$ cat config.mk
export PLATFORM = sky130hd
export DESIGN_NAME = fir_channel_sequencer_flat
export DESIGN_NICKNAME = d
export VERILOG_FILES = /design/src/rtl/fir_channel_sequencer_pkg.sv /design/src/rtl/fir_channel_sequencer_if.sv /design/src/rtl/fir_sample_buffer.sv /design/src/rtl/fir_channel_sequencer.sv /design/src/flat_wrapper.sv
export SDC_FILE = /design/constraint.sdc
export NUM_CORES = 1
export LEC_CHECK = 0
export ABC_AREA = 1
export CAP_MARGIN = 20
export CORE_MARGIN = 3
export CORE_UTILIZATION = 51
export CTS_BUF_LIST = sky130_fd_sc_hd__clkbuf_8 sky130_fd_sc_hd__clkbuf_16
export DETAILED_ROUTE_END_ITERATION = 10
export PLACE_DENSITY_LB_ADDON = 0.25
export SLEW_MARGIN = 20
export SYNTH_ARGS = -nofsm -noshare
export SYNTH_HDL_FRONTEND = slang
export SYNTH_HIERARCHICAL = 1
export SYNTH_SLANG_ARGS = --single-unit
$ cat constraint.sdc
create_clock -name clk -period 3.4 [get_ports clk]
set_input_delay 0.85 -clock clk [delete_from_list [all_inputs] [get_ports clk]]
set_output_delay 0.85 -clock clk [all_outputs]
set_load 0.02 [all_outputs]
$ cat src/rtl/fir_channel_sequencer_pkg.sv
// rtl/fir_channel_sequencer_pkg.sv - shared audio constants, channel encoding and sequencer state enum
package fir_channel_sequencer_pkg;

    localparam int PCM_W = 24;

    localparam logic CH_LEFT  = 1'b0;
    localparam logic CH_RIGHT = 1'b1;

    typedef enum logic [1:0] {
        IDLE  = 2'd0,
        LOAD  = 2'd1,
        RUN   = 2'd2,
        DRAIN = 2'd3
    } seq_state_t;

    // Index width that stays legal when only one item exists
    function automatic int idx_w(input int n);
        return (n > 1) ? $clog2(n) : 1;
    endfunction

endpackage

$ cat src/rtl/fir_channel_sequencer_if.sv
// rtl/fir_channel_sequencer_if.sv - sample input, history RAM and MAC issue bundle of the sequencer
interface fir_channel_sequencer_if #(
    parameter int NUM_FILTERS = 4,
    parameter int HIST_AW     = 8
);
    import fir_channel_sequencer_pkg::*;

    localparam int FW = idx_w(NUM_FILTERS);

    logic              audio_en;
    logic [7:0]        taps_per_filter;
    logic              overrun_clr;
    logic              l_data_en;
    logic              r_data_en;
    logic [PCM_W-1:0]  l_data_in;
    logic [PCM_W-1:0]  r_data_in;

    logic              hist_wr_en;
    logic              hist_wr_chan;
    logic [HIST_AW-1:0] hist_wr_addr;
    logic [PCM_W-1:0]  hist_wr_data;
    logic              mac_valid;
    logic              mac_clear;
    logic              mac_last;
    logic              mac_chan;
    logic [FW-1:0]     mac_filter;
    logic [FW+7:0]     coef_addr;
    logic [HIST_AW-1:0] hist_rd_addr;
    logic              l_done;
    logic              r_done;
    logic              busy;
    logic [1:0]        overrun;

    modport master (
        output audio_en, taps_per_filter, overrun_clr,
               l_data_en, r_data_en, l_data_in, r_data_in,
        input  hist_wr_en, hist_wr_chan, hist_wr_addr, hist_wr_data,
               mac_valid, mac_clear, mac_last, mac_chan, mac_filter,
               coef_addr, hist_rd_addr, l_done, r_done, busy, overrun
    );

    modport slave (
        input  audio_en, taps_per_filter, overrun_clr,
               l_data_en, r_data_en, l_data_in, r_data_in,
        output hist_wr_en, hist_wr_chan, hist_wr_addr, hist_wr_data,
               mac_valid, mac_clear, mac_last, mac_chan, mac_filter,
               coef_addr, hist_rd_addr, l_done, r_done, busy, overrun
    );

endinterface

$ cat src/rtl/fir_sample_buffer.sv
// rtl/fir_sample_buffer.sv - one-deep per-channel sample holding register with pending and sticky overrun
module fir_sample_buffer
    import fir_channel_sequencer_pkg::*;
(
    input  logic             clk,
    input  logic             reset,
    input  logic             i_flush,
    input  logic             i_strobe,
    input  logic [PCM_W-1:0] i_data,
    input  logic             i_load,
    input  logic             i_overrun_clr,
    output logic [PCM_W-1:0] o_data,
    output logic             o_pending,
    output logic             o_overrun
);

    logic [PCM_W-1:0] r_data;
    logic             r_pending;
    logic             r_overrun;

    // A strobe landing on an unconsumed sample replaces it and marks the loss; the set beats a clear
    always_ff @(posedge clk) begin
        if (reset) begin
            r_data    <= '0;
            r_pending <= 1'b0;
            r_overrun <= 1'b0;
        end else begin
            if (i_strobe) begin
                r_data <= i_data;
            end

            if (i_flush) begin
                r_pending <= 1'b0;
            end else if (i_strobe) begin
                r_pending <= 1'b1;
            end else if (i_load) begin
                r_pending <= 1'b0;
            end

            if (i_strobe && r_pending && !i_load) begin
                r_overrun <= 1'b1;
            end else if (i_overrun_clr) begin
                r_overrun <= 1'b0;
            end
        end
    end

    assign o_data    = r_data;
    assign o_pending = r_pending;
    assign o_overrun = r_overrun;

endmodule

$ cat src/rtl/fir_channel_sequencer.sv
// rtl/fir_channel_sequencer.sv - shares one FIR MAC engine between left and right PCM channels
module fir_channel_sequencer
    import fir_channel_sequencer_pkg::*;
#(
    parameter int NUM_FILTERS = 4,
    parameter int MAC_LATENCY = 3,
    parameter int HIST_AW     = 8
)(
    input  logic clk,
    input  logic reset,
    fir_channel_sequencer_if.slave bus
);

    localparam int FW = idx_w(NUM_FILTERS);
    localparam int CW = FW + 8;
    localparam int DW = idx_w(MAC_LATENCY);

    seq_state_t         r_state;
    seq_state_t         w_next_state;
    logic               r_chan;
    logic               w_next_chan;
    logic               r_last_served;
    logic [HIST_AW-1:0] r_wr_ptr [0:1];
    logic [7:0]         r_taps;
    logic [7:0]         r_tap;
    logic [FW-1:0]      r_filter;
    logic [CW-1:0]      r_coef;
    logic [DW-1:0]      r_drain;

    logic               w_l_stb, w_r_stb;
    logic               w_l_pend, w_r_pend;
    logic               w_l_ovr, w_r_ovr;
    logic [PCM_W-1:0]   w_l_data, w_r_data;
    logic               w_req_l, w_req_r, w_req_any, w_pick;
    logic               w_do_load;
    logic               w_last_tap, w_run_done, w_drain_done;

    assign w_l_stb   = bus.audio_en & bus.l_data_en;
    assign w_r_stb   = bus.audio_en & bus.r_data_en;
    assign w_do_load = (r_state == LOAD) & bus.audio_en;

    fir_sample_buffer u_buf_l (
        .clk           (clk),
        .reset         (reset),
        .i_flush       (!bus.audio_en),
        .i_strobe      (w_l_stb),
        .i_data        (bus.l_data_in),
        .i_load        (w_do_load & (r_chan == CH_LEFT)),
        .i_overrun_clr (bus.overrun_clr),
        .o_data        (w_l_data),
        .o_pending     (w_l_pend),
        .o_overrun     (w_l_ovr)
    );

    fir_sample_buffer u_buf_r (
        .clk           (clk),
        .reset         (reset),
        .i_flush       (!bus.audio_en),
        .i_strobe      (w_r_stb),
        .i_data        (bus.r_data_in),
        .i_load        (w_do_load & (r_chan == CH_RIGHT)),
        .i_overrun_clr (bus.overrun_clr),
        .o_data        (w_r_data),
        .o_pending     (w_r_pend),
        .o_overrun     (w_r_ovr)
    );

    // A same-cycle strobe counts as a request so an idle engine starts without an extra wait
    assign w_req_l      = w_l_pend | w_l_stb;
    assign w_req_r      = w_r_pend | w_r_stb;
    assign w_req_any    = w_req_l | w_req_r;
    assign w_pick       = w_req_r & (!w_req_l | (r_last_served == CH_LEFT));
    assign w_last_tap   = (r_tap == r_taps - 8'd1);
    assign w_run_done   = w_last_tap & (r_filter == FW'(NUM_FILTERS - 1));
    assign w_drain_done = (r_drain == DW'(MAC_LATENCY - 1));

    // State and served-channel register
    always_ff @(posedge clk) begin
        if (reset) begin
            r_state <= IDLE;
            r_chan  <= CH_LEFT;
        end else begin
            r_state <= w_next_state;
            r_chan  <= w_next_chan;
        end
    end

    // Write pointers, tap/band/coefficient counters and drain timer
    always_ff @(posedge clk) begin
        if (reset) begin
            r_wr_ptr[0]   <= '0;
            r_wr_ptr[1]   <= '0;
            r_last_served <= CH_RIGHT;
            r_taps        <= 8'd1;
            r_tap         <= '0;
            r_filter      <= '0;
            r_coef        <= '0;
            r_drain       <= '0;
        end else begin
            if (w_do_load) begin
                r_wr_ptr[r_chan] <= r_wr_ptr[r_chan] + HIST_AW'(1);
                r_last_served    <= r_chan;
                r_taps           <= (bus.taps_per_filter == 8'd0) ? 8'd1 : bus.taps_per_filter;
                r_tap            <= '0;
                r_filter         <= '0;
                r_coef           <= '0;
            end
            if (r_state == RUN) begin
                r_coef  <= r_coef + CW'(1);
                r_drain <= '0;
                if (w_last_tap) begin
                    r_tap    <= '0;
                    r_filter <= r_filter + FW'(1);
                end else begin
                    r_tap <= r_tap + 8'd1;
                end
            end
            if (r_state == DRAIN) begin
                r_drain <= r_drain + DW'(1);
            end
        end
    end

    // Next state and outputs; dropping audio_en silences every strobe at once
    always_comb begin
        w_next_state     = r_state;
        w_next_chan      = r_chan;
        bus.hist_wr_en   = 1'b0;
        bus.hist_wr_chan = 1'b0;
        bus.hist_wr_addr = '0;
        bus.hist_wr_data = '0;
        bus.mac_valid    = 1'b0;
        bus.mac_clear    = 1'b0;
        bus.mac_last     = 1'b0;
        bus.mac_chan     = 1'b0;
        bus.mac_filter   = '0;
        bus.coef_addr    = '0;
        bus.hist_rd_addr = '0;
        bus.l_done       = 1'b0;
        bus.r_done       = 1'b0;
        bus.busy         = (r_state != IDLE);
        bus.overrun      = {w_r_ovr, w_l_ovr};

        if (!bus.audio_en) begin
            w_next_state = IDLE;
        end else begin
            case (r_state)
                IDLE: begin
                    if (w_req_any) begin
                        w_next_state = LOAD;
                        w_next_chan  = w_pick;
                    end
                end
                LOAD: begin
                    bus.hist_wr_en   = 1'b1;
                    bus.hist_wr_chan = r_chan;
                    bus.hist_wr_addr = r_wr_ptr[r_chan] + HIST_AW'(1);
                    bus.hist_wr_data = (r_chan == CH_RIGHT) ? w_r_data : w_l_data;
                    w_next_state     = RUN;
                end
                RUN: begin
                    bus.mac_valid    = 1'b1;
                    bus.mac_clear    = (r_tap == 8'd0);
                    bus.mac_last     = w_last_tap;
                    bus.mac_chan     = r_chan;
                    bus.mac_filter   = r_filter;
                    bus.coef_addr    = r_coef;
                    bus.hist_rd_addr = r_wr_ptr[r_chan] - HIST_AW'(r_tap);
                    if (w_run_done) begin
                        w_next_state = DRAIN;
                    end
                end
                DRAIN: begin
                    if (w_drain_done) begin
                        bus.l_done = (r_chan == CH_LEFT);
                        bus.r_done = (r_chan == CH_RIGHT);
                        if (w_req_any) begin
                            w_next_state = LOAD;
                            w_next_chan  = w_pick;
                        end else begin
                            w_next_state = IDLE;
                        end
                    end
                end
                default: w_next_state = IDLE;
            endcase
        end
    end

endmodule
$ cat src/flat_wrapper.sv
// flat-port wrapper written by rule: the top's interface ports become plain ports
module fir_channel_sequencer_flat import fir_channel_sequencer_pkg::*;
#(
    parameter int NUM_FILTERS = 4,
    parameter int MAC_LATENCY = 3,
    parameter int HIST_AW     = 8
)
  (clk, reset, bus_audio_en, bus_taps_per_filter, bus_overrun_clr, bus_l_data_en, bus_r_data_en, bus_l_data_in, bus_r_data_in, bus_hist_wr_en, bus_hist_wr_chan, bus_hist_wr_addr, bus_hist_wr_data, bus_mac_valid, bus_mac_clear, bus_mac_last, bus_mac_chan, bus_mac_filter, bus_coef_addr, bus_hist_rd_addr, bus_l_done, bus_r_done, bus_busy, bus_overrun);
  fir_channel_sequencer_if #(.NUM_FILTERS(NUM_FILTERS), .HIST_AW(HIST_AW)) bus_i ();
  input  logic clk;
  input  logic reset;
  input wire logic [$bits(bus_i.audio_en)-1:0] bus_audio_en;
  input wire logic [$bits(bus_i.taps_per_filter)-1:0] bus_taps_per_filter;
  input wire logic [$bits(bus_i.overrun_clr)-1:0] bus_overrun_clr;
  input wire logic [$bits(bus_i.l_data_en)-1:0] bus_l_data_en;
  input wire logic [$bits(bus_i.r_data_en)-1:0] bus_r_data_en;
  input wire logic [$bits(bus_i.l_data_in)-1:0] bus_l_data_in;
  input wire logic [$bits(bus_i.r_data_in)-1:0] bus_r_data_in;
  output wire logic [$bits(bus_i.hist_wr_en)-1:0] bus_hist_wr_en;
  output wire logic [$bits(bus_i.hist_wr_chan)-1:0] bus_hist_wr_chan;
  output wire logic [$bits(bus_i.hist_wr_addr)-1:0] bus_hist_wr_addr;
  output wire logic [$bits(bus_i.hist_wr_data)-1:0] bus_hist_wr_data;
  output wire logic [$bits(bus_i.mac_valid)-1:0] bus_mac_valid;
  output wire logic [$bits(bus_i.mac_clear)-1:0] bus_mac_clear;
  output wire logic [$bits(bus_i.mac_last)-1:0] bus_mac_last;
  output wire logic [$bits(bus_i.mac_chan)-1:0] bus_mac_chan;
  output wire logic [$bits(bus_i.mac_filter)-1:0] bus_mac_filter;
  output wire logic [$bits(bus_i.coef_addr)-1:0] bus_coef_addr;
  output wire logic [$bits(bus_i.hist_rd_addr)-1:0] bus_hist_rd_addr;
  output wire logic [$bits(bus_i.l_done)-1:0] bus_l_done;
  output wire logic [$bits(bus_i.r_done)-1:0] bus_r_done;
  output wire logic [$bits(bus_i.busy)-1:0] bus_busy;
  output wire logic [$bits(bus_i.overrun)-1:0] bus_overrun;
  assign bus_i.audio_en = bus_audio_en;
  assign bus_i.taps_per_filter = bus_taps_per_filter;
  assign bus_i.overrun_clr = bus_overrun_clr;
  assign bus_i.l_data_en = bus_l_data_en;
  assign bus_i.r_data_en = bus_r_data_en;
  assign bus_i.l_data_in = bus_l_data_in;
  assign bus_i.r_data_in = bus_r_data_in;
  assign bus_hist_wr_en = bus_i.hist_wr_en;
  assign bus_hist_wr_chan = bus_i.hist_wr_chan;
  assign bus_hist_wr_addr = bus_i.hist_wr_addr;
  assign bus_hist_wr_data = bus_i.hist_wr_data;
  assign bus_mac_valid = bus_i.mac_valid;
  assign bus_mac_clear = bus_i.mac_clear;
  assign bus_mac_last = bus_i.mac_last;
  assign bus_mac_chan = bus_i.mac_chan;
  assign bus_mac_filter = bus_i.mac_filter;
  assign bus_coef_addr = bus_i.coef_addr;
  assign bus_hist_rd_addr = bus_i.hist_rd_addr;
  assign bus_l_done = bus_i.l_done;
  assign bus_r_done = bus_i.r_done;
  assign bus_busy = bus_i.busy;
  assign bus_overrun = bus_i.overrun;
  fir_channel_sequencer #(.NUM_FILTERS(NUM_FILTERS), .MAC_LATENCY(MAC_LATENCY), .HIST_AW(HIST_AW)) u_core (.clk(clk), .reset(reset), .bus(bus_i));
endmodule
== Word-level counts from Yosys, hierarchy flattened ==
Memory sizes are Yosys's and may differ from the RTL's. A register that Yosys moved wholly into a read port is not among the register bits.
Index checks and enable logic that the tools add are counted.

* $add $sub $neg: 7
* Eq/ne operators: 9
* Multiplexer cells: 65
* Bitwise logic cells: 14
* Reductions and logical operators: 22

{| class="wikitable"
|+ Operators by type and width
! operator !! number
|-
| two-way mux 24 bit || 3
|-
| two-way mux 8 bit || 9
|-
| two-way mux 10 bit || 4
|-
| two-way mux 1 bit || 37
|-
| two-way mux 2 bit || 10
|-
| adder 8 x 1 -> 8 bit, second input constant || 2
|-
| logical NOT 8 bit || 2
|-
| nonzero test 2 bit || 8
|-
| adder 10 x 1 -> 10 bit, second input constant || 1
|-
| == test 2 bit, second input constant || 4
|-
| == test 8 bit || 1
|-
| one-hot mux 2 bit (4 select lines) || 1
|-
| OR reduction 8 bit || 1
|-
| subtractor 8 x 1 -> 8 bit, second input constant || 1
|-
| subtractor 8 bit || 1
|-
| bitwise AND 1 bit || 7
|-
| inequality test 2 x 1 -> 1 bit, second input constant || 3
|-
| AND reduction 3 bit || 2
|-
| adder 2 x 1 -> 2 bit, second input constant || 2
|-
| logical AND 1 bit || 4
|-
| OR 1 bit || 4
|-
| logical NOT 1 bit || 3
|-
| NOT 1 bit || 3
|-
| == test 2 x 1 -> 1 bit, second input constant || 1
|-
| other kinds (3) || 3
|}

* Register bits: 86
* Memory bits (writable): 16
* Input port bits: 62
* Output and inout bits: 63
* Word-level logic and storage cells: 132
* Memories: 1

{| class="wikitable"
|+ Memories
! name !! depth !! bits a word !! read ports !! clocked after Yosys merged registers in !! wr ports !! line !! source
|-
| u_core.r_wr_ptr || 2 || 8 || 1 || 1 || 2 || fir_channel_sequencer.sv:23 || <nowiki>logic [HIST_AW-1:0] r_wr_ptr [0:1];</nowiki>
|}

== Longest topological paths before layout ==
Gate-level depths: netlist of run 1.

* Word-level depth: 10
* Mapped depth: 15
* Depth with buffers taken out: 15

== Modules after synthesis ==
Netlist of run 1, hierarchy kept.

{| class="wikitable"
|+ Modules (own cells, without submodules)
! module !! times used !! cells an instance !! area an instance (um^2) !! sequential area each (um^2)
|-
| fir_channel_sequencer || 1 || 501 || 3,552.2 || 1,181.1
|-
| fir_sample_buffer || 2 || 114 || 928.4 || 520.5
|}

== Worst setup path after synthesis of run 1 ==
Ideal clock, no wire load.

* Path type: register to output
* Start point: reg (tool-made name)
* End point: out bus_hist_rd_addr[6]
* Arrival time: 2,230 ps
* Required time: 2,550 ps
* Setup slack: 320 ps
* Cell stages (with the launch flop): 16
* Buffers on the path: 1
* Cell sequence: dfxtp_1 -> buf_6 -> nand2_1 -> o21ai_2 -> ha_1 -> inv_1 -> fa_1 -> nand2_1 -> nand2_1 -> a21oi_1 -> inv_1 -> nand2_1 -> nand2_1 -> a21oi_1 -> o21ai_0 -> a21oi_1

{| class="wikitable"
|+ RTL lines
! element !! line !! source
|-
| end: declaration || flat_wrapper.sv:29 || <nowiki>output wire logic [$bits(bus_i.hist_rd_addr)-1:0] bus_hist_rd_addr;</nowiki>
|}

==> flow_metrics.env, run 1 <==
export IMPL_result_of_the_run="completed"
export IMPL_finalWorstPathRequiredPeriod_ps=3350
export IMPL_drt_met1_wl_mm=5.96
export IMPL_timing_hold_worst_class="reg -> reg"
export IMPL_count_of_flip_flops_with_a_built_in_enable_after_synthesis=16
export IMPL_finalCoreUtilization=0.708
export IMPL_ant_nets=0
export IMPL_root_buffer="sky130_fd_sc_hd__clkbuf_8"
export IMPL_synthArstFlopShare=0
export IMPL_avgSynthCellArea_sq_um=7.42
export IMPL_first_global_vias=5161
export IMPL_net_switching_fraction_of_the_power=0.308
export IMPL_number_of_port_buffers=124
export IMPL_num_io_pins=125
export IMPL_achievable_frequency_mhz=298
export IMPL_wire_length_of_the_first_global_routing_pass_mm=24.1
export IMPL_clkSinkCount=103
export IMPL_rsz_0062_raised_after_global_routing="true"
export IMPL_setup_worst_path_end_class="output port"
export IMPL_criticalPathCategory="reg -> out"
export IMPL_post_route_worst_setup_slack_ps=46.0
export IMPL_tightest_slew_ps=724
export IMPL_antenna_cells_inserted=0
export IMPL_synth_top_cells_by_count="170 x sky130_fd_sc_hd__nor2_1, 96 x sky130_fd_sc_hd__nand2_1, 87 x sky130_fd_sc_hd__dfxtp_1"
export IMPL_wl_met3_mm=1.18
export IMPL_floorplan_initialDensity=0.538
export IMPL_setup_violations_final=0
export IMPL_cp_data_arrival_time_ps=2500
export IMPL_fin_crit_sh=0.986
export IMPL_synth_cell_types=45
export IMPL_netlist_area_leader_share=0.322
export IMPL_cts_hold_fix_buffers=0
export IMPL_ys_seq_area_frac=0.411
export IMPL_vias_per_cell=5.26
export IMPL_clockBufferDepth=2
export IMPL_power_ir_vdd_worst_v=0.000325
export IMPL_layout_drive_gt1_share=0.111
export IMPL_floorplan_die_area_sq_mm=0.0119
export IMPL_clock_insertion_delay_worst_skew_ps=390
export IMPL_clock_power_share=0.299
export IMPL_syn_num_nets=810
export IMPL_synth_top_cell_by_area="sky130_fd_sc_hd__dfxtp_1"
export IMPL_core_area_sq_mm=0.0100
export IMPL_hold_worst_slack_ps=470
export IMPL_synth_most_common_cell="sky130_fd_sc_hd__nor2_1"
export IMPL_maximum_capacitance_violations=0
export IMPL_drc=0
export IMPL_number_of_drc_markers_after_the_initial_detailed_route_iteration=317
export IMPL_tritoncts="built"
export IMPL_timing_max_slew_rel_slack=0.516
export IMPL_met2RoutedLength_mm=7.23
export IMPL_placement_cell_area_sq_mm=0.00684
export IMPL_start_kind="register"
export IMPL_pwr_density_cell_mw_per_mm2=389
export IMPL_synth_top_flop_cell="sky130_fd_sc_hd__dfxtp_1"
export IMPL_finish_cell_count_without_fillers=1000
export IMPL_synth_yosys_warnings=6
export IMPL_postRouteWirelength_mm=14.6
export IMPL_dieWidth_um=109
export IMPL_leakagePower_nw=3.39
export IMPL_drt_pass1_iter_count=5
export IMPL_num_nets_final=943
export IMPL_cp_data_required_time_ps=2550
export IMPL_design_power_total_mw=2.76
export IMPL_die_y_um=109
export IMPL_dp_final_hpwl_mm=10.7
export IMPL_post_synth_inst_count=729
export IMPL_rows=36
export IMPL_layout_area_overhead_vs_synth_pct=31.4
export IMPL_critical_path_peak_fanout=2
export IMPL_grt_max_degree=28
export IMPL_dominant_cells_by_area_after_synthesis="sky130_fd_sc_hd__dfxtp_1 32%, sky130_fd_sc_hd__nor2_1 12%, sky130_fd_sc_hd__edfxtp_1 8.9%, sky130_fd_sc_hd__nand2_1 6.7%, sky130_fd_sc_hd__o21ai_0 5.6%"
export IMPL_cts_inserted_buffers=9
export IMPL_gp_congestion=0.902
export IMPL_tns_ps=0
export IMPL_layout_cell_area_non_filler_sq_mm=0.00711
export IMPL_skew_ps=13.3
export IMPL_switchingPower_mw=0.850
export IMPL_worst_setup_hold_path_clk_slew_ps=110
export IMPL_global_route_usage_total=0.254
export IMPL_top_signal_layer_used="met4"
export IMPL_number_of_antenna_violations_at_the_first_check_in_global_routing=0
export IMPL_internal_power_mw=1.91
export IMPL_ys_seq_elements=103
export IMPL_dp_cells=982
export IMPL_wl_per_cell_um=14.6
export IMPL_place_ws_ps=-116
export IMPL_finalMaxSlewViolations=0
export IMPL_synth_area_sq_mm=0.00541
export IMPL_grt_overflow_total=0
export IMPL_p_comb_frac=0.213
export IMPL_htree_num_levels=3
export IMPL_pwr_share_seq=0.488
export IMPL_final_hold_viol_count=0
export IMPL_via_count=5258
-- kinds of logic after synthesis --
kind of cell / after synthesis / synth area share
buf+inv: 110 / 0.0930
xor+xnor: 16 / 0.0273
flops: 103 / 0.411
mux: 3 / 0.00671
compound gates: 150 / 0.161
fa+ha+maj: 19 / 0.0453
simple gates: 328 / 0.255
-- final timing paths --
kind / startpoint / endpoint / slack, ps / cells past startpoint
max: u_core/r_wr_ptr[1][0]$_SDFFCE_PN0P_ / bus_hist_rd_addr[6] / 50 / 16
min: u_core/r_coef[9]$_SDFFE_PP0P_ / u_core/r_coef[9]$_SDFFE_PP0P_ / 470 / 2
max reg2reg: u_core/r_taps[0]$_SDFFE_PP1P_ / u_core/r_filter[1]$_SDFF_PP0_ / 1400 / 13
min reg2reg: u_core/r_coef[9]$_SDFFE_PP0P_ / u_core/r_coef[9]$_SDFFE_PP0P_ / 470 / 2
-- worst max-delay path, stage by stage (launching register included) --
cell and delay (ps):
sky130_fd_sc_hd__edfxtp_1 410, sky130_fd_sc_hd__inv_1 70, sky130_fd_sc_hd__nand2_1 50, sky130_fd_sc_hd__o21ai_2 80, sky130_fd_sc_hd__ha_2 190, sky130_fd_sc_hd__inv_1 60
sky130_fd_sc_hd__fa_2 350, sky130_fd_sc_hd__nand2_1 70, sky130_fd_sc_hd__nand2_1 70, sky130_fd_sc_hd__a21oi_2 120, sky130_fd_sc_hd__inv_1 60, sky130_fd_sc_hd__nand2_1 60
sky130_fd_sc_hd__nand2_1 60, sky130_fd_sc_hd__a21oi_2 150, sky130_fd_sc_hd__o21ai_1 70, sky130_fd_sc_hd__a21oi_1 110, sky130_fd_sc_hd__buf_4 150
-- area by class of cell --
type,count,area (sq um)
Clock buffer,9,124
Fill cell,801,2940
Clock inverter,7,83.8
Tap cell,133,166
Inverter,79,297
Multi-Input combinational cell,516,2740
Sequential cell,103,2220
Timing Repair Buffer,153,1480
-- layout by cell type, fill, tap and decap left out, drive strengths merged --
master / n
nand4: 4
or2: 3
clkdlybuf4s15: 1
o22ai: 2
clkbuf: 10
dlymetal6s2s: 16
dlygate4sd2: 30
a22o: 24
a211oi: 6
nor4: 1
and2: 1
nor2: 180
ha: 18
xor2: 11
xnor2: 5
o221ai: 1
mux2i: 1
o21ai: 74
clkdlybuf4s50: 73
clkinv: 1
a31oi: 1
nand2: 99
mux2: 2
inv: 84
a21oi: 41
nand3b: 2
o211ai: 1
edfxtp: 16
nor3: 6
nand3: 31
fa: 1
dfxtp: 87
buf: 32
bufinv: 1
nor3b: 1
-- routing by layer --
metal / track usage / vias to the layer above
met1: 0.304 / 2421
met2: 0.438 / 189
li1: - / 2630
met4: 0.0766 / 0
met5: 0 / -
met3: 0.0740 / 18
-- power groups by stage --
stage	Sequential, mW	Clock [mW]	Combinational, mW
global placement	1.37	0	0.550
floorplan	1.36	0	0.369
finish	1.35	0.825	0.590
detailed placement	1.37	0	0.571
CTS	1.35	0.846	0.574
global route	1.36	0.893	0.655
-- timing repair --
item / CTS / global route
resized for setup: 50 / 32
setup buffers: 1 / 1
pin swaps: 2 / 4
setup endpoints to repair: 36 / 22
-- sequential cells by signal (all words and copies together) (netlist names), 2 cells and up, named ones only --
name / flops
u_core/u_buf_l/o_data: 24
u_core/u_buf_r/o_data: 24
u_core/r_coef: 10
u_core/r_state: 2
u_core/r_filter: 2
u_core/r_drain: 2
u_core/r_wr_ptr: 16
u_core/r_taps: 8
u_core/r_tap: 8
Power figures use the tool's default switching activity.
==> run 2: changes to the inputs <==
--- a/config.mk
+++ b/config.mk
@@ -6,6 +6,7 @@
 export NUM_CORES = 1
 export LEC_CHECK = 0
 export ABC_AREA = 1
+export ABC_CLOCK_PERIOD_IN_PS = 3400
 export CAP_MARGIN = 20
 export CORE_MARGIN = 3
 export CORE_UTILIZATION = 51
==> results of run 2 <==
The final DEF is identical to that of run 1; final timing and power are the same.
